File: config.mk
export PLATFORM = sky130hd
export DESIGN_NAME = aes_result_uart_tx_flat
export DESIGN_NICKNAME = d
export VERILOG_FILES = /design/src/rtl/aes_uart_pkg.sv /design/src/rtl/aes_result_uart_tx_if.sv /design/src/rtl/uart_tx_byte.sv /design/src/rtl/aes_result_uart_tx.sv /design/src/flat_wrapper.sv
export SDC_FILE = /design/constraint.sdc
export NUM_CORES = 1
export LEC_CHECK = 0
export ABC_AREA = 1
export CAP_MARGIN = 20
export CORE_MARGIN = 2
export CORE_UTILIZATION = 45
export CTS_BUF_LIST = sky130_fd_sc_hd__clkbuf_2 sky130_fd_sc_hd__clkbuf_4 sky130_fd_sc_hd__clkbuf_8
export CTS_CLUSTER_SIZE = 25
export DETAILED_ROUTE_END_ITERATION = 7
export PLACE_DENSITY = 0.7
export SYNTH_ARGS = -nofsm -noshare
export SYNTH_HDL_FRONTEND = slang
export SYNTH_HIERARCHICAL = 1
export SYNTH_SLANG_ARGS = --single-unit
File: constraint.sdc
create_clock -name clk -period 2.1 [get_ports clk]
set_input_delay 0.63 -clock clk [delete_from_list [all_inputs] [get_ports clk]]
set_output_delay 0.63 -clock clk [all_outputs]
set_load 0.02 [all_outputs]
File: src/rtl/aes_uart_pkg.sv
// Shared definitions for the AES result UART transmitter: FSM encoding,
// default timing and a counter-width helper.
package aes_uart_pkg;

   localparam int CLKS_PER_BIT_DEF = 868;
   localparam int NUM_BYTES_DEF    = 16;

   typedef logic [1:0] state_t;

   localparam logic [1:0] ST_IDLE  = 2'd0;
   localparam logic [1:0] ST_START = 2'd1;
   localparam logic [1:0] ST_DATA  = 2'd2;
   localparam logic [1:0] ST_STOP  = 2'd3;

   // Width of a counter holding 0..n-1, never narrower than one bit.
   function automatic int cnt_width(input int n);
      return (n > 1) ? $clog2(n) : 1;
   endfunction

endpackage

File: src/rtl/aes_result_uart_tx_if.sv
// Result bus from the AES core into the UART framer, plus the serial line
// and status flags coming back out.
interface aes_result_uart_tx_if #(
   parameter int NUM_BYTES = aes_uart_pkg::NUM_BYTES_DEF
);
   logic                   result_valid;
   logic [NUM_BYTES*8-1:0] result_data;
   logic                   tx;
   logic                   busy;
   logic                   tx_done;
   logic                   overrun;

   modport master (
      output result_valid,
      output result_data,
      input  tx,
      input  busy,
      input  tx_done,
      input  overrun
   );

   modport slave (
      input  result_valid,
      input  result_data,
      output tx,
      output busy,
      output tx_done,
      output overrun
   );
endinterface

File: src/rtl/uart_tx_byte.sv
// 8N1 byte serializer: start bit, eight data bits LSB first, stop bit, each held
// CLKS_PER_BIT cycles; chains straight into the next start bit when more bytes follow.
module uart_tx_byte
   import aes_uart_pkg::*;
#(
   parameter int CLKS_PER_BIT = CLKS_PER_BIT_DEF
) (
   input  logic       clk,
   input  logic       rst,
   input  logic       start,
   input  logic       more,
   input  logic [7:0] data,
   output logic       tx,
   output logic       load,
   output logic       stop_end,
   output state_t     state
);
   localparam int                BAUD_W    = cnt_width(CLKS_PER_BIT);
   localparam logic [BAUD_W-1:0] BAUD_LAST = BAUD_W'(CLKS_PER_BIT - 1);

   state_t            state_reg, state_next;
   logic [BAUD_W-1:0] baud_reg, baud_next;
   logic [2:0]        bit_reg, bit_next;
   logic [7:0]        shreg_reg, shreg_next;
   logic              tx_reg, tx_next;
   logic              bit_tick;

   assign bit_tick = (baud_reg == BAUD_LAST);

   always_comb begin
      state_next = state_reg;
      baud_next  = bit_tick ? '0 : baud_reg + 1'b1;
      bit_next   = bit_reg;
      shreg_next = shreg_reg;
      tx_next    = tx_reg;
      case (state_reg)
         ST_IDLE: begin
            baud_next = '0;
            if (start) begin
               state_next = ST_START;
               bit_next   = '0;
               tx_next    = 1'b0;
            end
         end
         // The byte is sampled at the end of its start bit, so the caller
         // only has to present it by then.
         ST_START: begin
            if (bit_tick) begin
               state_next = ST_DATA;
               bit_next   = '0;
               shreg_next = data;
               tx_next    = data[0];
            end
         end
         ST_DATA: begin
            if (bit_tick) begin
               if (bit_reg == 3'd7) begin
                  state_next = ST_STOP;
                  tx_next    = 1'b1;
               end else begin
                  bit_next   = bit_reg + 3'd1;
                  shreg_next = shreg_reg >> 1;
                  tx_next    = shreg_reg[1];
               end
            end
         end
         ST_STOP: begin
            if (bit_tick) begin
               if (more) begin
                  state_next = ST_START;
                  tx_next    = 1'b0;
               end else begin
                  state_next = ST_IDLE;
                  tx_next    = 1'b1;
               end
            end
         end
         default: begin
            state_next = ST_IDLE;
            tx_next    = 1'b1;
         end
      endcase
   end

   always_ff @(posedge clk or negedge rst) begin
      if (!rst) begin
         state_reg <= ST_IDLE;
         baud_reg  <= '0;
         bit_reg   <= '0;
         shreg_reg <= '0;
         tx_reg    <= 1'b1;
      end else begin
         state_reg <= state_next;
         baud_reg  <= baud_next;
         bit_reg   <= bit_next;
         shreg_reg <= shreg_next;
         tx_reg    <= tx_next;
      end
   end

   assign tx       = tx_reg;
   assign state    = state_reg;
   assign load     = (state_reg == ST_START) && bit_tick;
   assign stop_end = (state_reg == ST_STOP) && bit_tick;

endmodule

File: src/rtl/aes_result_uart_tx.sv
// Captures one AES result block and streams it out over UART, most significant
// byte first, with busy / tx_done / sticky overrun status.
module aes_result_uart_tx
   import aes_uart_pkg::*;
#(
   parameter int CLKS_PER_BIT = CLKS_PER_BIT_DEF,
   parameter int NUM_BYTES    = NUM_BYTES_DEF
) (
   input logic                 clk,
   input logic                 rst,
   aes_result_uart_tx_if.slave bus
);
   localparam int                DATA_W    = NUM_BYTES * 8;
   localparam int                BYTE_W    = cnt_width(NUM_BYTES);
   localparam logic [BYTE_W-1:0] BYTE_LAST = BYTE_W'(NUM_BYTES - 1);

   logic [DATA_W-1:0] shift_reg, shift_next, shift_adv;
   logic [BYTE_W-1:0] byte_idx_reg, byte_idx_next;
   logic              busy_reg, busy_next;
   logic              tx_done_reg, tx_done_next;
   logic              overrun_reg, overrun_next;
   logic              armed_reg;

   state_t ser_state;
   logic   ser_tx, ser_load, ser_stop_end;
   logic   capture, more;

   // armed_reg masks the first edge after reset release so a stale pulse
   // coinciding with release is not taken as a result.
   assign capture = armed_reg && bus.result_valid && (ser_state == ST_IDLE);
   assign more    = (byte_idx_reg != BYTE_LAST);

   genvar gi;
   generate
      for (gi = 0; gi < NUM_BYTES; gi++) begin : g_lane
         if (gi == 0) begin : g_fill
            assign shift_adv[7:0] = 8'h00;
         end else begin : g_move
            assign shift_adv[gi*8 +: 8] = shift_reg[(gi-1)*8 +: 8];
         end
      end
   endgenerate

   always_comb begin
      shift_next    = shift_reg;
      byte_idx_next = byte_idx_reg;
      busy_next     = busy_reg;
      tx_done_next  = 1'b0;
      overrun_next  = overrun_reg;
      if (capture) begin
         shift_next    = bus.result_data;
         byte_idx_next = '0;
         busy_next     = 1'b1;
      end else if (ser_load) begin
         shift_next = shift_adv;
      end
      if (ser_stop_end) begin
         if (more) begin
            byte_idx_next = byte_idx_reg + 1'b1;
         end else begin
            busy_next    = 1'b0;
            tx_done_next = 1'b1;
         end
      end
      if (bus.result_valid && (ser_state != ST_IDLE)) begin
         overrun_next = 1'b1;
      end
   end

   always_ff @(posedge clk or negedge rst) begin
      if (!rst) begin
         shift_reg    <= '0;
         byte_idx_reg <= '0;
         busy_reg     <= 1'b0;
         tx_done_reg  <= 1'b0;
         overrun_reg  <= 1'b0;
         armed_reg    <= 1'b0;
      end else begin
         shift_reg    <= shift_next;
         byte_idx_reg <= byte_idx_next;
         busy_reg     <= busy_next;
         tx_done_reg  <= tx_done_next;
         overrun_reg  <= overrun_next;
         armed_reg    <= 1'b1;
      end
   end

   uart_tx_byte #(
      .CLKS_PER_BIT(CLKS_PER_BIT)
   ) u_byte (
      .clk     (clk),
      .rst     (rst),
      .start   (capture),
      .more    (more),
      .data    (shift_reg[DATA_W-1 -: 8]),
      .tx      (ser_tx),
      .load    (ser_load),
      .stop_end(ser_stop_end),
      .state   (ser_state)
   );

   assign bus.tx      = ser_tx;
   assign bus.busy    = busy_reg;
   assign bus.tx_done = tx_done_reg;
   assign bus.overrun = overrun_reg;

endmodule

File: src/flat_wrapper.sv
// flat-port wrapper written by rule: the top's interface ports become plain ports
module aes_result_uart_tx_flat import aes_uart_pkg::*;
#(
   parameter int CLKS_PER_BIT = CLKS_PER_BIT_DEF,
   parameter int NUM_BYTES    = NUM_BYTES_DEF
)
  (clk, rst, bus_result_valid, bus_result_data, bus_tx, bus_busy, bus_tx_done, bus_overrun);
  aes_result_uart_tx_if #(.NUM_BYTES(NUM_BYTES)) bus_i ();
  input logic clk;
  input logic rst;
  input wire logic [$bits(bus_i.result_valid)-1:0] bus_result_valid;
  input wire logic [$bits(bus_i.result_data)-1:0] bus_result_data;
  output wire logic [$bits(bus_i.tx)-1:0] bus_tx;
  output wire logic [$bits(bus_i.busy)-1:0] bus_busy;
  output wire logic [$bits(bus_i.tx_done)-1:0] bus_tx_done;
  output wire logic [$bits(bus_i.overrun)-1:0] bus_overrun;
  assign bus_i.result_valid = bus_result_valid;
  assign bus_i.result_data = bus_result_data;
  assign bus_tx = bus_i.tx;
  assign bus_busy = bus_i.busy;
  assign bus_tx_done = bus_i.tx_done;
  assign bus_overrun = bus_i.overrun;
  aes_result_uart_tx #(.CLKS_PER_BIT(CLKS_PER_BIT), .NUM_BYTES(NUM_BYTES)) u_core (.clk(clk), .rst(rst), .bus(bus_i));
endmodule
# [Yosys cells after proc, flatten, opt, wreduce, memory -nomap -nowiden]
# Cells that the tools add are included.
[op_classes] eq_ne=12 n_mux=34 add_sub_neg=3 n_reduce_logical=14
[op_table] op="128-bit two-way mux" count=2
[op_table] op="8-bit two-way mux" count=3
[op_table] op="10-bit two-way mux" count=2
[op_table] op="8-bit case mux with 2 select lines" count=1
[op_table] op="3-bit two-way mux" count=4
[op_table] op="4-bit two-way mux" count=3
[op_table] op="1-bit two-way mux" count=11
[op_table] op="10-bit by 1-bit adder with 10-bit output, second input constant" count=1
[op_table] op="10-bit == test, second input constant" count=1
[op_table] op="2-bit two-way mux" count=5
[op_table] op="2-bit != test, second input constant" count=5
[op_table] op="5-bit AND reduction" count=2
[op_table] op="3-bit case mux with 3 select lines" count=1
[op_table] op="2-bit case mux with 4 select lines" count=1
[op_table] op="4-bit AND reduction" count=2
[op_table] op="2-bit nonzero test" count=3
[op_table] op="1-bit logical AND" count=5
[op_table] op="4-bit by 1-bit adder with 4-bit output, second input constant" count=1
[op_table] op="2-bit == test, second input constant" count=2
[op_table] op="4-bit != test, second input constant" count=1
[op_table] op="1-bit case mux with 4 select lines" count=1
[op_table] op="3-bit by 1-bit adder with 3-bit output, second input constant" count=1
[op_table] op="3-bit == test, second input constant" count=1
[op_table] op="3-bit nonzero test" count=1
[op_table] op="3 further kinds" count=3
[word_totals] inputBits=131 wordCells=74 reg_bits=160 out_inout_bits=4

# [Longest topological paths before layout]
# Gate-level depths: netlist (run 1).
[depth] ltp_word=5 ltp_mapped=12 mapped_depth_nobuf=11

# [By module]
# Netlist (run 1), hierarchy kept.
[by_module_without_submodules] module="aes_result_uart_tx" seq_area_each_um2=3403.3 cells_each=755 instances=1 area_per_inst_um2=6428.7
[by_module_without_submodules] module="uart_tx_byte" seq_area_each_um2=576.8 cells_each=154 instances=1 area_per_inst_um2=1358.8

# [Least setup slack after synthesis (run 1)]
# Ideal clock, no wire load.
[synth_path] path_kind="register to register" start="reg u_core.u_byte.baud_reg[0]" end="reg u_core.shift_reg[118]" period_less_slack_ps=1794 t_required_ps=2031 arrival_ps=1725 stages_incl_launch_ff=10 setup_ps=69 setup_slack_ps=306 n_path_buf=2 path_cell_list="dfrtp_1 > ha_1 > nand2_1 > nor2_8 > nand2_1 > nor2_1 > buf_2 > buf_1 > nand3_1 > nand3_1"
[synth_via] elab_chain_len=3
[synth_rtl] element="start: declaration" line="uart_tx_byte.sv:22" text="logic [BAUD_W-1:0] baud_reg, baud_next;"
[synth_rtl] element="start signal: assignment" line="uart_tx_byte.sv:94" text="baud_reg <= baud_next;"
[synth_rtl] element="10-bit == test" line="uart_tx_byte.sv:28" text="assign bit_tick = (baud_reg == BAUD_LAST);"
[synth_rtl] element="1-bit logical AND" line="uart_tx_byte.sv:103" text="assign load = (state_reg == ST_START) && bit_tick;"
[synth_rtl] element="named net u_core.ser_load" line="aes_result_uart_tx.sv:25" text="logic ser_tx, ser_load, ser_stop_end;"
[synth_rtl] element="2-bit nonzero test (no line)"
[synth_rtl] element="end signal: assignment" line="aes_result_uart_tx.sv:79" text="shift_reg <= shift_next;"
[synth_rtl] element="end: declaration" line="aes_result_uart_tx.sv:17" text="logic [DATA_W-1:0] shift_reg, shift_next, shift_adv;"
# The timed path passes the listed nets, and every way through them passes these cells.
# A chain may end at the register's enable or synchronous reset.

# [Final worst setup path (run 1)]
[layout_path] start="reg u_core.overrun_reg, in the netlist u_core/bus.overrun" end="out bus_overrun"
[layout_lines] element="start: declaration" line="aes_result_uart_tx.sv:21" text="logic overrun_reg, overrun_next;"
[layout_lines] element="start signal: assignment" line="aes_result_uart_tx.sv:83" text="overrun_reg <= overrun_next;"
[layout_lines] element="end: declaration" line="flat_wrapper.sv:16" text="output wire logic [$bits(bus_i.overrun)-1:0] bus_overrun;"
# No word-level cell between the ends.

==> impl_results.md, run 1 <==
* Syn Std Cell Area at approximately 7800 um2
* CP Launch Type: register
* Gr usage total at 0.2121
* Most common cell after layout, fill and taps aside: nand3_1
* Worst Skew at between 0.01 and 0.015 ns
* CP max-delay cell: clkdlybuf4s50_1
* Gr ovfl total at 0
* Post-synthesis sequential area ratio at 0.5111
* Routed met2 length at approximately 9000 um
* Number of synthesis warnings at 6
* Max FFs per register at ~130
* Fin crit period at about 2.0 ns
* Mean Syn Cell Area at 8.567 um2
* Max VDD drop at ~440 uV
* R2R depth at 9
* Initial Util at 0.4550
* Post-synth top area cell: dfrtp_1
* Die width at 135.6 um
* Worst Hold Class: reg -> reg
* Critical Path RT at roughly 1.5 ns
* H-tree depth at 4
* CP top delay family: buffers and inverters
* Clock power share at 0.217
* Port bufs at 134
* Final GP Congestion at around 0.83
* Via count at approximately 6700
* Total CTS buffers at 17
* DR vias/cell at around 5.3
* Net Count, Synth at 1048
* Max-slew violation count at 0
* Cell count after synthesis at approximately 910
* DRT iter0 DRCs at between 400 and 500
* Wire per inst at roughly 15 um
* WL final at roughly 19000 um
* Power Total at a little over 10 mW
* Comb power frac at 0.292
* Post-DRT Antenna Nets at 0
* Final setup viols at 0
* TNS Setup at 0 ns
* P_int at 6.825 mW
* First-pass GRT wire length at 30840 um
* Clk slew on worst S/H paths at roughly 0.080 ns
* RSZ-0062 raised after global routing: yes
* Ys async rst share at 1.000
* CTS max path bufs at 2
* Largest net degree at the start of global routing at 59
* Clk Latency, worst-skew pair at ~0.45 ns
* CP endpoint kind: output pin
* Hold_ws at approximately 0.47 ns
* Top Metal Used: met4
* Reg power frac at 0.491
* Post-DP HPWL at around 13000 um
* Fmax at roughly 490 MHz
* Crit path cell chain: clkdlybuf4s50_1
* Most frequent cells in the layout: nand3_1, nand2_1, dfrtp_1, clkdlybuf4s50_1, nor2_1
* Met3 Wirelength at between 900 and 1000 um
* Layout cell share with drive strength beyond 1 at 0.09913
* FP Rows at 48
* Initial antenna violation count at 0
* Number of global-route vias before repair at roughly 6400
* Switching Power at between 3 and 4 mW
* Post-synth EDFFs at 0
* Post-route DRC at 0
* Cell Pwr Density at ~1000 nW/um2
* Die Span Y at between 100 and 150 um
* Ports at approximately 140
* Final hold vios at 0
* Hold path cells at 2
* 1st-pass router iterations at 5
* Critical path peak fanout at 2
* Antenna diodes at 0
* Post-route setup slack at 0.07285 ns
* Main synth FF type: dfrtp_1
* Syn-to-layout area delta at 25.87%
* Count of different cell masters after synthesis at 34
* Post-CTS Setup Inserts at 0
* Critical path's largest stage delay at about 0.6 ns
* Max cap viols at 0
* Net switching share of the total power at 0.3344
* Core area at approximately 17000 um2
* Critical Path AT at 1.40 ns
* Register bit total from synthesis at ~160
* Clock tree root driver cell: clkbuf_8
* Area contributors post-synth: dfrtp_1, nand3_1, nand2_1
* Pre-CTS WS at approximately 0.041 ns
* Share of the synthesized area in the top cell type at 0.5077
* Met1 wire length at 8612 um
* Tcrit/Tclk final at 0.9653
* Nets at around 1200
* Die ar. at 18370 um2
* Setup CP Type: reg -> out
* Outcome: completed
* Bufs and invs on worst path at 1
* WP depth at 1
* CTS tree: done
* Num Clock Sinks at 159
* Static leakage at roughly 4.5 nW
[power by group through the flow]
| stage | combinational (mW) | clock, mW | sequential (mW) |
|---|---|---|---|
| 2_1_floorplan | 2.23 | 0 | 4.87 |
| 3_3_place_gp | 2.93 | 0 | 5.05 |
| 3_5_place_dp | 3.02 | 0 | 5.09 |
| 4_1_cts | 3.03 | 2.28 | 5.02 |
| 5_1_grt | 3.42 | 2.41 | 5.18 |
| 6_report | 2.99 | 2.23 | 5.04 |
[Yosys cell counts (2+ instances only)]
cell type,count
buf_1,12
nor2_4,2
buf_2,23
inv_1,28
clkbuf_1,12
xnor2_1,2
nand2_2,6
mux2i_1,6
o21ai_2,7
nor2_1,32
nand2_1,185
a21oi_2,10
inv_2,3
nor3b_1,2
dfrtp_1,158
buf_8,2
a21oi_1,12
nand3_1,354
o21ai_0,5
nand4_1,6
ha_1,8
buf_6,20
nor2_2,2
xor2_1,2
[final cells by class]
cell class	count	area, um2
Fill cell	1566	7315
Sequential cell	159	3980
Multi-Input combinational cell	649	3238
Timing Repair Buffer	171	1803
Clock buffer	22	290.3
Tap cell	225	281.5
Inverter	31	121.4
Clock inverter	7	87.58
[metal layers]
metal | up-vias | global-route usage
met3 | 19 | 0.04938
met1 | 3193 | 0.2957
met2 | 179 | 0.3356
li1 | 3313 | -
met5 | - | 0
met4 | 0 | 0.05498
[cell families (layout without fill, tap and decap cells)]
kind of cell,Yosys count,in the layout,synth area share
other cells,1,1,0.0004815
mux,6,6,0.007712
flops,159,159,0.5111
buf+inv,101,231,0.07503
fa+ha+maj,8,8,0.01285
compound gates,37,37,0.03294
simple gates,593,593,0.3554
xor+xnor,4,4,0.004500
[repair_timing]
| action | in CTS | in global routing |
|---|---|---|
| hold endpoints to repair | 0 | 10 |
| resized for setup | 1 | 2 |
| setup endpoints to repair | 1 | 24 |
| hold buffers | 0 | 1 |
[final timing paths]
path	start	end	slack [ns]
setup / recovery	u_core/bus.overrun	bus_overrun	0.07
hold / removal	u_core/u_byte/tx	u_core/u_byte/tx	0.47
setup reg to reg	u_core/u_byte/baud_reg[0]	u_core/shift_reg[108]	0.09
hold reg to reg	u_core/u_byte/tx	u_core/u_byte/tx	0.47
max in group asynchronous	rst	u_core/shift_reg[46]	0.92
min in group asynchronous	rst	u_core/u_byte/shreg_reg[5]	0.59
[metrics by stage]
stage / utilization / std cells / instance area [um2]
final: 0.5727 / 1264 / 9802
after floorplan: - / 909 / 7787
after global placement: 0.5497 / 1234 / 9409
after detailed placement: 0.5497 / 1234 / 9409
after CTS: 0.5717 / 1263 / 9786
after global routing: 0.5727 / 1264 / 9802
Power figures use the tool's default switching activity.
==> run 2, diff against run 1 <==
==> constraint.sdc (replaced) <==
create_clock -name clk -period 2.1 [get_ports clk]
set_input_delay 0.42 -clock clk [delete_from_list [all_inputs] [get_ports clk]]
set_output_delay 0.42 -clock clk [all_outputs]
set_load 0.005 [all_outputs]
==> run 2 against run 1 <==
Sequential share of layout area barely moved. Critical path type is now reg -> reg. Highest routed layer unchanged. Clock skew barely moved. Count of clock-buffer cells in the layout rose by 4. Fmax rose by 3.1%. Largest cell class unchanged. Largest power group unchanged.
==> impl_results.md, run 2 (same netlist as run 1, synthesis figures left out) <==
* Largest net degree at the start of global routing at 113 (+92%)
* Crit path cell chain: ha_2 -> nand2_1 -> nor2_8 -> nand2_1 -> nor2_4 -> clkbuf_8 -> nand3_1 -> nand3_1
* Core Util, Final at 0.5728 (about the same)
* Final GP Congestion at 0.8094 (-2.8%)
* Worst Skew at 0.009617 ns (-0.0003973 ns)
* Final hold vios at 0 (unchanged)
* Layout cell share with drive strength beyond 1 at 0.1019 (+0.002789)
* Max cap viols at 0 (unchanged)
* CTS tree: done
* Die width at 135.6 um (unchanged)
* Max FFs per register at 128 (unchanged)
* Fin crit period at 1.965 ns (-0.06190 ns)
* Die Span Y at 135.6 um (unchanged)
* Clk Latency, worst-skew pair at 0.45 ns (about the same)
* Outcome: completed
* Antenna diodes at 0 (unchanged)
* Critical path peak fanout at 56 (+54)
* Clk slew on worst S/H paths at 0.08 ns (about the same)
* FP Rows at 48 (unchanged)
* Critical path's largest stage delay at 0.44 ns (-0.16 ns)
* Most common cell after layout, fill and taps aside: nand3_1
* Initial antenna violation count at 0 (unchanged)
* Tcrit/Tclk final at 0.9358 (-0.02948)
* DRT iter0 DRCs at 471 (+0.43%)
* Cell Pwr Density at 1045 nW/um2 (about the same)
* CP max-delay cell: clkbuf_8
* Post-route DRC at 0 (unchanged)
* Ports at 135 (unchanged)
* First-pass GRT wire length at 30710 um (-0.45%)
* Fill cells at 1618 (+3.3%)
* CP endpoint kind: register
* Hold_ws at 0.4310 ns (-0.03739 ns)
* Num Clock Sinks at 159 (unchanged)
* Total CTS buffers at 17 (unchanged)
* WL final at 18940 um (+0.79%)
* CP Launch Type: register
* Pre-CTS WS at 0.04926 ns (+0.008403 ns)
* Bufs and invs on worst path at 1 (unchanged)
* Clock tree root driver cell: clkbuf_8
* Die ar. at 18370 um2 (unchanged)
* RSZ-0062 raised after global routing: yes
* Nets at 1166 (-0.17%)
* Post-DP HPWL at 12640 um (-2.2%)
* Gr usage total at 0.2106 (-0.001458)
* Port bufs at 134 (unchanged)
* Final setup viols at 0 (unchanged)
* Final Cell Area at 9804 um2 (about the same)
* H-tree depth at 4 (unchanged)
* Fmax at 508.8 MHz (+3.1%)
* Gr ovfl total at 0 (unchanged)
* Post-CTS Setup Inserts at 0 (unchanged)
* Placed insts at 1231 (-0.24%)
* Worst Hold Class: in -> async
* Post-DRT Antenna Nets at 0 (unchanged)
* Via count at 6719 (+0.22%)
* TNS Setup at 0 ns (unchanged)
* Max VDD drop at 549.4 uV (+25%)
* CTS max path bufs at 2 (unchanged)
* Initial Util at 0.4550 (unchanged)
* Post-route setup slack at 0.1347 ns (+0.06190 ns)
* Power Total at 10.25 mW (about the same)
* Wire per inst at 14.97 um (+0.71%)
* Critical Path AT at 2.35 ns (+0.95 ns)
* DR vias/cell at 5.311 (+0.14%)
* Syn-to-layout area delta at 25.90% (about the same)
* Dpl cell area at 9374 um2 (-0.37%)
* Number of global-route vias before repair at 6382 (-0.078%)
* Static leakage at 4.518 nW (-0.18%)
* Critical Path RT at 2.49 ns (+1.02 ns)
* 1st-pass router iterations at 5 (unchanged)
* CP top delay family: simple AND/OR/NAND/NOR gates
* Max-slew violation count at 0 (unchanged)
* Setup CP Type: reg -> reg
* Most frequent cells in the layout: nand3_1, nand2_1, dfrtp_1, clkdlybuf4s50_1, nor2_1
* Core area at 17120 um2 (unchanged)
* Final std cells w/o fill at 1265 (+0.079%)
==> run 2: cell types whose count changed in the layout (fill, tap and decap cells not counted), sizes merged <==
| cell | previous run | this run |
|---|---|---|
| buf | 37 | 33 |
| clkbuf | 22 | 28 |
| dlymetal6s2s | 1 | 0 |
| bufinv | 2 | 1 |
| clkdlybuf4s50 | 131 | 133 |
| dlygate4sd2 | 1 | 0 |
==> run 2: what timing repair did <==
item,in CTS,in global routing
hold buffers,1,0
hold endpoints to repair,32,0
resized for setup,0,7
endpoints found under the setup margin,0,46
==> run 2: metal layers <==
metal,vias up,routed length (um),track usage
li1,3312,-,-
met3,23,884,0.03741
met1,3214,8604,0.2918
met4,0,287,0.07176
met2,170,9160,0.3356
met5,-,0,0
==> run 2: worst paths after layout <==
kind / startpoint / end / slack (ns) / cells past startpoint
max in group asynchronous: rst / u_core/shift_reg[40] / 1.04 / 3
setup / recovery: u_core/u_byte/baud_reg[0] / u_core/shift_reg[28] / 0.13 / 8
hold / removal: rst / u_core/shift_reg[122] / 0.43 / 2
hold reg to reg: u_core/u_byte/tx / u_core/u_byte/tx / 0.48 / 2
setup reg to reg: u_core/u_byte/baud_reg[0] / u_core/shift_reg[28] / 0.13 / 8
min in group clk: u_core/u_byte/tx / u_core/u_byte/tx / 0.48 / 2
==> run 2: power by group <==
part / leakage [nW] / internal (mW) / switching [mW]
registers: 1.99 / 4.29 / 0.773
logic: 2.33 / 1.37 / 1.60
clock network: 0.207 / 1.14 / 1.07
==> run 2: cell type report <==
class	instances	area (um2)	area share
clock inverters	6	57.56	0.005870
well taps	225	281.5	0.02871
clock buffers	26	332.8	0.03395
inverters	31	123.9	0.01263
flip-flops and latches	159	3980	0.4059
repair buffers	169	1785	0.1821
multi-input cells	649	3243	0.3308
==> run 3, diff against run 2 <==
Settings changed: CAP_MARGIN 20 to unset.
==> results of run 3 <==
No change in the layout: final DEF, timing and power equal those of run 2.
